`src/rtl/uart_param.sv`:
```
`default_nettype none
// ============================================================================
// uart_param : parametrised full-duplex UART (divisor, width, stops, parity).
// Optional parity generation/checking is compiled in with UART_PARITY_EN.
// Revision   : 1.0
// ============================================================================
module uart_param #(
  parameter int CLK_DIV   = 434,
  parameter int DATA_BITS = 8,
  parameter int STOP_BITS = 1,
  parameter int PARITY    = 0
) (
  input  logic                 clk100,
  input  logic                 reset,
  input  logic                 rx,
  input  logic [DATA_BITS-1:0] tx_data,
  input  logic                 send,
  output logic                 tx,
  output logic                 busy,
  output logic [DATA_BITS-1:0] rx_data,
  output logic                 rx_valid,
  output logic                 frame_err,
  output logic                 parity_err
);

  localparam logic [15:0] DIV_LAST  = 16'(CLK_DIV - 1);
  localparam logic [15:0] HALF_LAST = 16'(CLK_DIV / 2 - 1);
  localparam logic [2:0]  BIT_LAST  = 3'(DATA_BITS - 1);
`ifdef UART_PARITY_EN
  localparam logic PAR_ON  = (PARITY != 0);
  localparam logic PAR_ODD = (PARITY == 1);
`endif

  typedef enum logic [2:0] {
    S_IDLE  = 3'd0,
    S_START = 3'd1,
    S_DATA  = 3'd2,
`ifdef UART_PARITY_EN
    S_PAR   = 3'd3,
`endif
    S_STOP  = 3'd4
  } state_t;

  // An out-of-range PARITY setting is a configuration error; no logic results.
  if (PARITY < 0 || PARITY > 2) begin : g_parity_range
  end

  // ---------------------------------------------------------------- RX path
  logic                 rx_meta, rxs, rxs_prev;
  state_t               rx_state, rx_next;
  logic [15:0]          rx_cnt;
  logic [2:0]           rx_bit;
  logic [DATA_BITS-1:0] rx_shift;
  logic                 rx_sample;
`ifdef UART_PARITY_EN
  logic                 rx_par_bit;
`endif

  always_ff @(posedge clk100) begin
    if (reset) begin
      rx_meta  <= 1'b1;
      rxs      <= 1'b1;
      rxs_prev <= 1'b1;
    end else begin
      rx_meta  <= rx;
      rxs      <= rx_meta;
      rxs_prev <= rxs;
    end
  end

  always_comb begin
    rx_next   = rx_state;
    rx_sample = 1'b0;
    case (rx_state)
      S_IDLE:  if (rxs_prev && !rxs) rx_next = S_START;
      S_START: if (rx_cnt == HALF_LAST) begin
        rx_sample = 1'b1;
        rx_next   = rxs ? S_IDLE : S_DATA;
      end
      S_DATA:  if (rx_cnt == DIV_LAST) begin
        rx_sample = 1'b1;
        if (rx_bit == BIT_LAST) begin
`ifdef UART_PARITY_EN
          rx_next = PAR_ON ? S_PAR : S_STOP;
`else
          rx_next = S_STOP;
`endif
        end
      end
`ifdef UART_PARITY_EN
      S_PAR:   if (rx_cnt == DIV_LAST) begin
        rx_sample = 1'b1;
        rx_next   = S_STOP;
      end
`endif
      S_STOP:  if (rx_cnt == DIV_LAST) begin
        rx_sample = 1'b1;
        rx_next   = S_IDLE;
      end
      default: rx_next = S_IDLE;
    endcase
  end

  always_ff @(posedge clk100) begin
    if (reset) begin
      rx_state   <= S_IDLE;
      rx_cnt     <= 16'd0;
      rx_bit     <= 3'd0;
      rx_shift   <= '0;
      rx_data    <= '0;
      rx_valid   <= 1'b0;
      frame_err  <= 1'b0;
      parity_err <= 1'b0;
`ifdef UART_PARITY_EN
      rx_par_bit <= 1'b0;
`endif
    end else begin
      rx_state <= rx_next;
      rx_valid <= 1'b0;
      rx_cnt   <= (rx_state == S_IDLE || rx_sample) ? 16'd0 : rx_cnt + 16'd1;
      if (rx_sample) begin
        case (rx_state)
          S_START: rx_bit <= 3'd0;
          S_DATA: begin
            rx_shift <= {rxs, rx_shift[DATA_BITS-1:1]};
            rx_bit   <= rx_bit + 3'd1;
          end
`ifdef UART_PARITY_EN
          S_PAR:   rx_par_bit <= rxs;
`endif
          // Leave for IDLE at mid-stop so a start edge inside the stop bit is seen.
          S_STOP: begin
            rx_data   <= rx_shift;
            rx_valid  <= 1'b1;
            frame_err <= ~rxs;
`ifdef UART_PARITY_EN
            parity_err <= PAR_ON && ((^rx_shift ^ PAR_ODD) != rx_par_bit);
`else
            parity_err <= 1'b0;
`endif
          end
          default: ;
        endcase
      end
    end
  end

  // ---------------------------------------------------------------- TX path
  state_t               tx_state, tx_next;
  logic [15:0]          tx_cnt;
  logic [2:0]           tx_bit;
  logic [DATA_BITS-1:0] tx_shift;
  logic                 tx_stop;
  logic                 tx_tick;
  logic                 tx_stop_last;
`ifdef UART_PARITY_EN
  logic                 tx_par;
`endif

  assign tx_tick      = (tx_cnt == DIV_LAST);
  assign tx_stop_last = (tx_stop == 1'(STOP_BITS - 1));

  always_comb begin
    tx_next = tx_state;
    case (tx_state)
      S_IDLE:  if (send && !busy) tx_next = S_START;
      S_START: if (tx_tick) tx_next = S_DATA;
      S_DATA:  if (tx_tick && tx_bit == BIT_LAST) begin
`ifdef UART_PARITY_EN
        tx_next = PAR_ON ? S_PAR : S_STOP;
`else
        tx_next = S_STOP;
`endif
      end
`ifdef UART_PARITY_EN
      S_PAR:   if (tx_tick) tx_next = S_STOP;
`endif
      S_STOP:  if (tx_tick && tx_stop_last) tx_next = S_IDLE;
      default: tx_next = S_IDLE;
    endcase
  end

  always_ff @(posedge clk100) begin
    if (reset) begin
      tx_state <= S_IDLE;
      tx_cnt   <= 16'd0;
      tx_bit   <= 3'd0;
      tx_shift <= '0;
      tx_stop  <= 1'b0;
      tx       <= 1'b1;
      busy     <= 1'b0;
`ifdef UART_PARITY_EN
      tx_par   <= 1'b0;
`endif
    end else begin
      tx_state <= tx_next;
      tx_cnt   <= (tx_state == S_IDLE || tx_tick) ? 16'd0 : tx_cnt + 16'd1;
      case (tx_state)
        S_IDLE: if (send && !busy) begin
          tx_shift <= tx_data;
          tx       <= 1'b0;
          busy     <= 1'b1;
          tx_bit   <= 3'd0;
          tx_stop  <= 1'b0;
`ifdef UART_PARITY_EN
          tx_par   <= ^tx_data ^ PAR_ODD;
`endif
        end
        S_START: if (tx_tick) tx <= tx_shift[0];
        S_DATA: if (tx_tick) begin
          tx_bit   <= tx_bit + 3'd1;
          tx_shift <= tx_shift >> 1;
          if (tx_bit == BIT_LAST) begin
`ifdef UART_PARITY_EN
            tx <= PAR_ON ? tx_par : 1'b1;
`else
            tx <= 1'b1;
`endif
          end else begin
            tx <= tx_shift[1];
          end
        end
`ifdef UART_PARITY_EN
        S_PAR: if (tx_tick) tx <= 1'b1;
`endif
        S_STOP: if (tx_tick) begin
          if (tx_stop_last) busy <= 1'b0;
          else              tx_stop <= 1'b1;
        end
        default: ;
      endcase
    end
  end

endmodule
`default_nettype wire

```
`config.mk`:
```
export PLATFORM = sky130hd
export DESIGN_NAME = uart_param
export DESIGN_NICKNAME = d
export VERILOG_FILES = /design/src/rtl/uart_param.sv
export SDC_FILE = /design/constraint.sdc
export NUM_CORES = 1
export LEC_CHECK = 0
export ABC_AREA = 1
export CAP_MARGIN = 0
export CORE_MARGIN = 3
export CORE_UTILIZATION = 55
export CTS_CLUSTER_DIAMETER = 200
export DETAILED_ROUTE_END_ITERATION = 8
export GPL_TIMING_DRIVEN = 0
export PLACE_DENSITY = 0.75
export SYNTH_ARGS = -nofsm -noshare
export SYNTH_HDL_FRONTEND = slang
export SYNTH_SLANG_ARGS = --single-unit
```
`constraint.sdc`:
```
create_clock -name clk100 -period 2.3 [get_ports clk100]
set_clock_uncertainty 0.2 [all_clocks]
set_input_delay 0.345 -clock clk100 [delete_from_list [all_inputs] [get_ports clk100]]
set_output_delay 0.345 -clock clk100 [all_outputs]
set_load 0.01 [all_outputs]
```
## After elaboration in Yosys (flattened, before gate mapping)

Cells that the tools add are included.

| cells by class | value |
|---|---|
| bitwise logic cells | 3 |
| reductions and logical operators | 27 |
| multiplexer cells | 35 |
| add/sub/neg operators | 4 |
| eq/ne operators | 23 |

Operator list:

| operator | number |
|---|---|
| $mux W3 | 11 |
| $add A16 B1 Y16 const B | 2 |
| $eq A16 B9 Y1 const B | 2 |
| $ne A2 B2 Y1 const B | 12 |
| $pmux W3 S4 | 2 |
| $eq A16 B8 Y1 const B | 1 |
| $mux W8 | 2 |
| $pmux W8 S2 | 1 |
| $eq A3 B3 Y1 const B | 4 |
| $mux W1 | 12 |
| $pmux W3 S2 | 2 |
| $reduce_and A4 Y1 | 3 |
| $reduce_or A2 Y1 | 4 |
| $add A3 B1 Y3 const B | 2 |
| $eq A3 B1 Y1 const B | 2 |
| $eq A3 B2 Y1 const B | 2 |
| $logic_not A3 Y1 | 2 |
| $pmux W1 S2 | 3 |
| $reduce_and A2 Y1 | 3 |
| $reduce_and A3 Y1 | 2 |
| $reduce_bool A2 Y1 | 3 |
| $reduce_and A5 Y1 | 1 |
| $logic_and A1 B1 Y1 | 4 |
| $not A1 Y1 | 3 |
| other kinds (5) | 7 |

| word-level totals | value |
|---|---|
| bits in registers | 76 |
| input port bits | 12 |
| output and inout port bits | 13 |
| logic and storage cells | 109 |

## Depth between registers and ports, before layout

| depth | value |
|---|---|
| word-level depth | 5 |
| depth in mapped cells | 10 |

## Least setup slack after synthesis

Ideal clock, no wire load.

| path | value |
|---|---|
| path kind | reg2reg |
| start point | register rx_cnt[0] |
| end point | register rx_cnt[10] |
| required time | 1.986 ns |
| arrival time | 1.294 ns |
| stages on the path, launching flop included | 8 |
| path slack | 0.692 ns |
| path buffers | 0 |
| cells stage by stage | dfxtp_1 -> ha_1 -> nand3_1 -> nor2_2 -> nand2_1 -> nor3_2 -> xor2_1 -> nor2_1 |

| on the way | value |
|---|---|
| longest elaborated chain between the ends | 5 |

RTL lines:

| item | line | RTL |
|---|---|---|
| start: declaration | 51 | `logic [15:0] rx_cnt;` |
| start signal: assignment | 120 | `rx_cnt <= (rx_state == S_IDLE \|\| rx_sample) ? 16'd0 : rx_cnt + 16'd1;` |
| $eq A16 B9 Y1 or $eq A16 B8 Y1 (tied branches) | 80, 96, 76 |  |
| $mux W1, on equally long branches | 80, 96, 76 |  |
| $pmux W1 S2 | 74 | `case (rx_state)` |
| $logic_or A1 B1 Y1 | 120 |  |
| $reduce_or A2 Y1 (no source line) | -- |  |

Parallel ways exist; a longest one is shown, timed or not.
A chain may end at the register's enable or synchronous reset.

## Final worst setup path

Ends and elaborated chain as after synthesis.

==> qor.yml <==
status: "finished, final reports clean"
numCtsBuffers: 9
initialDrtViolationCount: 127
postCtsSetupRepairBufs: 0
wire_per_inst_microns: 11.7
top_layer: "met4"
core-area_sq_mm: 0.00649
yosysUniqueCellTypes: 40
slowest_stage: "dfxtp_1"
io_pins: 25
path_buf_inv: 0
finalCritPeriodShare_pct: 80.1
cts.sink_count: 75
rows: 29
antenna_found_initial: 0
r2r_start: "rx_cnt[0]"
grt_pass1_vias: 2997
fmax_mhz: 542
grt_max_degree: 14
grt-ovfl-total: 0
cts_root_buf: "clkbuf_8"
cts_hold_buf: 0
netlist_area_sq_mm: 0.00377
finalSetupTns_ns: 0
m1WireLength_mm: 3.62
arrival_ns: 1.88
max_stage_delay_ns: 0.40
n_antenna_cell: 0
place.gp.congestion: 0.857
holdCritStartpoint: "rx_meta"
post_synth.cell_area_avg_sq_um: 7.15
chipHeight_microns: 88.8
crit_path_cell_trace: "ha_1 > nand3_1 > nor2_2 > nand2_1 > nor3_2 > xor2_1 > nor2_1"
rsz0062_at_grt: "false"
slew-limit-headroom_pct: 65.7
grt_usage_pct: 20.6
route.met2.wl_mm: 3.52
avgViaCountPerCell: 5.13
maxCapViolCount: 0
synth_nets: 548
yosys_register_bits: 75
hold_viol_final: 0
power_density_mw_per_mm2: 917
hold_class: "reg2reg"
crit_type: "reg2reg"
required_ns: 2.34
fin_nets: 581
critPathMaxFanout: 5
leakage_nw: 1.76
most-common-layout-cells: "108 x nand2_1, 93 x nor2_1, 75 x dfxtp_1, 50 x inv_1, 42 x nand3_1"
worst_pin_slew_ns: 0.514
min_period_ns: 1.84
ys_seq_area_share_pct: 39.8
cts_resized: 0
cp-start-kind: "flop"
grt_pass1_wl_mm: 12.9
finalWirelength_mm: 7.50
setup_viol: 0
initial_utilization_pct: 58.0
port_buffers: 22
crit_start: "rx_cnt[0]"
whs_ns: 0.210
area_delta_synth_final_pct: 13.4
maxSlewViolCount: 0
drive_above_1_share_pct: 12.6
die_x_microns: 88.8
cts_tree: "yes"
path_clk_slew_ns: 0.08
first_pass_iters: 4
route.detailed.drc: 0
clock_latency_ns: 0.35
syn_inst: 527
crit_path_end_kind: "flop"
vdd_drop_max_mv: 0.475
h-tree-depth: 3
yosys_warnings: 0
die_area_sq_mm: 0.00788
cp_top_family: "simple AND/OR/NAND/NOR gates"
dp_hpwl_mm: 5.46
met3_length_microns: 218
via_count: 3293
clockBufferDepth: 2
final_antenna_net_count: 0
layout_commonest_cell: "nand2_1"
final cells by class:
cell class	count	area [sq um]
buffer	12	71.3
clock buffer	11	151
clock inverter	5	36.3
fill	584	2220
inverter	61	238
multi-input combinational	379	1960
sequential	75	1500
tap	77	96.3
timing repair buffer	22	220
cell families after synthesis:
| family | count (synthesis) | synth area share [%] |
|---|---|---|
| compound gates | 62 | 10.9 |
| xor+xnor | 8 | 1.86 |
| fa+ha+maj | 9 | 2.99 |
| buf+inv | 73 | 8.20 |
| flops | 75 | 39.8 |
| other cells | 1 | 0.0995 |
| simple gates | 299 | 36.1 |
synthesized netlist by cell type:
master      n  area share (%)
nor3_1     12             1.6
nand2_2     6             1.0
buf_6       1            0.30
nand4_2     1            0.33
nor3b_1     3            0.60
nor2_1     93             9.3
o21bai_2    9             2.7
or2_0       1            0.17
inv_2       4            0.40
nand3_1    42             5.6
nand4_1     9             1.5
o21ai_0     8             1.1
inv_1      50             5.0
ha_1        9             3.0
a211oi_1    2            0.40
and2_1      1            0.17
xnor2_1     2            0.46
clkinv_2    3            0.40
o21bai_1    9             1.8
buf_2       3            0.40
conb_1      1            0.10
buf_4       4            0.80
o21a_1      1            0.20
dfxtp_1    75              40
o211ai_2    1            0.33
clkinv_4    1            0.23
clkbuf_1    4            0.40
o221ai_1    1            0.23
nand3_2     4             1.1
or2_2       5            0.83
a21oi_1    30             4.0
nor3_2      3            0.80
nor4_1      1            0.17
nor2_2      5            0.83
nand2_1   108              11
nor2_4      2            0.60
xor2_1      6             1.4
clkinv_1    3            0.30
a21o_1      1            0.20
nand2_4     3            0.90
worst register-to-register path, cell delays in order, from the launching register on:
cell and delay, ns:
dfxtp_1 0.40, ha_1 0.22, nand3_1 0.17, nor2_2 0.20, nand2_1 0.11, nor3_2 0.22, xor2_1 0.17, nor2_1 0.05
path summary, 6_finish.rpt:
check / to / slack (ns) / cells past startpoint
worst max-delay path: rx_cnt[10] / 0.46 / 7
worst min-delay path: rxs / 0.21 / 1
worst max register to register: rx_cnt[10] / 0.46 / 7
worst min register to register: rxs / 0.21 / 1
power by group:
group	internal (W)	switching [W]	total, W
sequential	0.00144	0.000120	0.00156
combinational	0.000516	0.000876	0.00139
clock	0.000452	0.000509	0.000962
total	0.00241	0.00151	0.00392
metal layers:
metal,track usage [%],up-vias
met3,3.45,14
met1,26.6,1479
met2,33.4,51
met4,9.48,0
met5,0,-
li1,-,1749
flip-flops by register name, indices dropped and copies added (netlist names):
register,cells
rx_data,8
rx_bit,3
tx_cnt,16
rx_meta,1
tx_shift,8
rx_valid,1
rx_cnt,16
tx_bit,3
rx_state,3
tx_state,3
busy,1
tx,1
rx_shift,8
rxs,1
rxs_prev,1
frame_err,1
per-stage QoR:
stage	std cells	utilization, %	power [W]	setup WS, ns	cell area [sq um]
floorplan	527	-	0.00267	0.692	3770
global placement	626	62.9	0.00294	0.264	4090
detailed placement	626	62.9	0.00297	0.240	4090
CTS	642	65.8	0.00394	0.464	4270
global route	642	65.8	0.00423	0.330	4270
finish	642	65.8	0.00392	0.457	4270
Power figures use the tool's default switching activity.
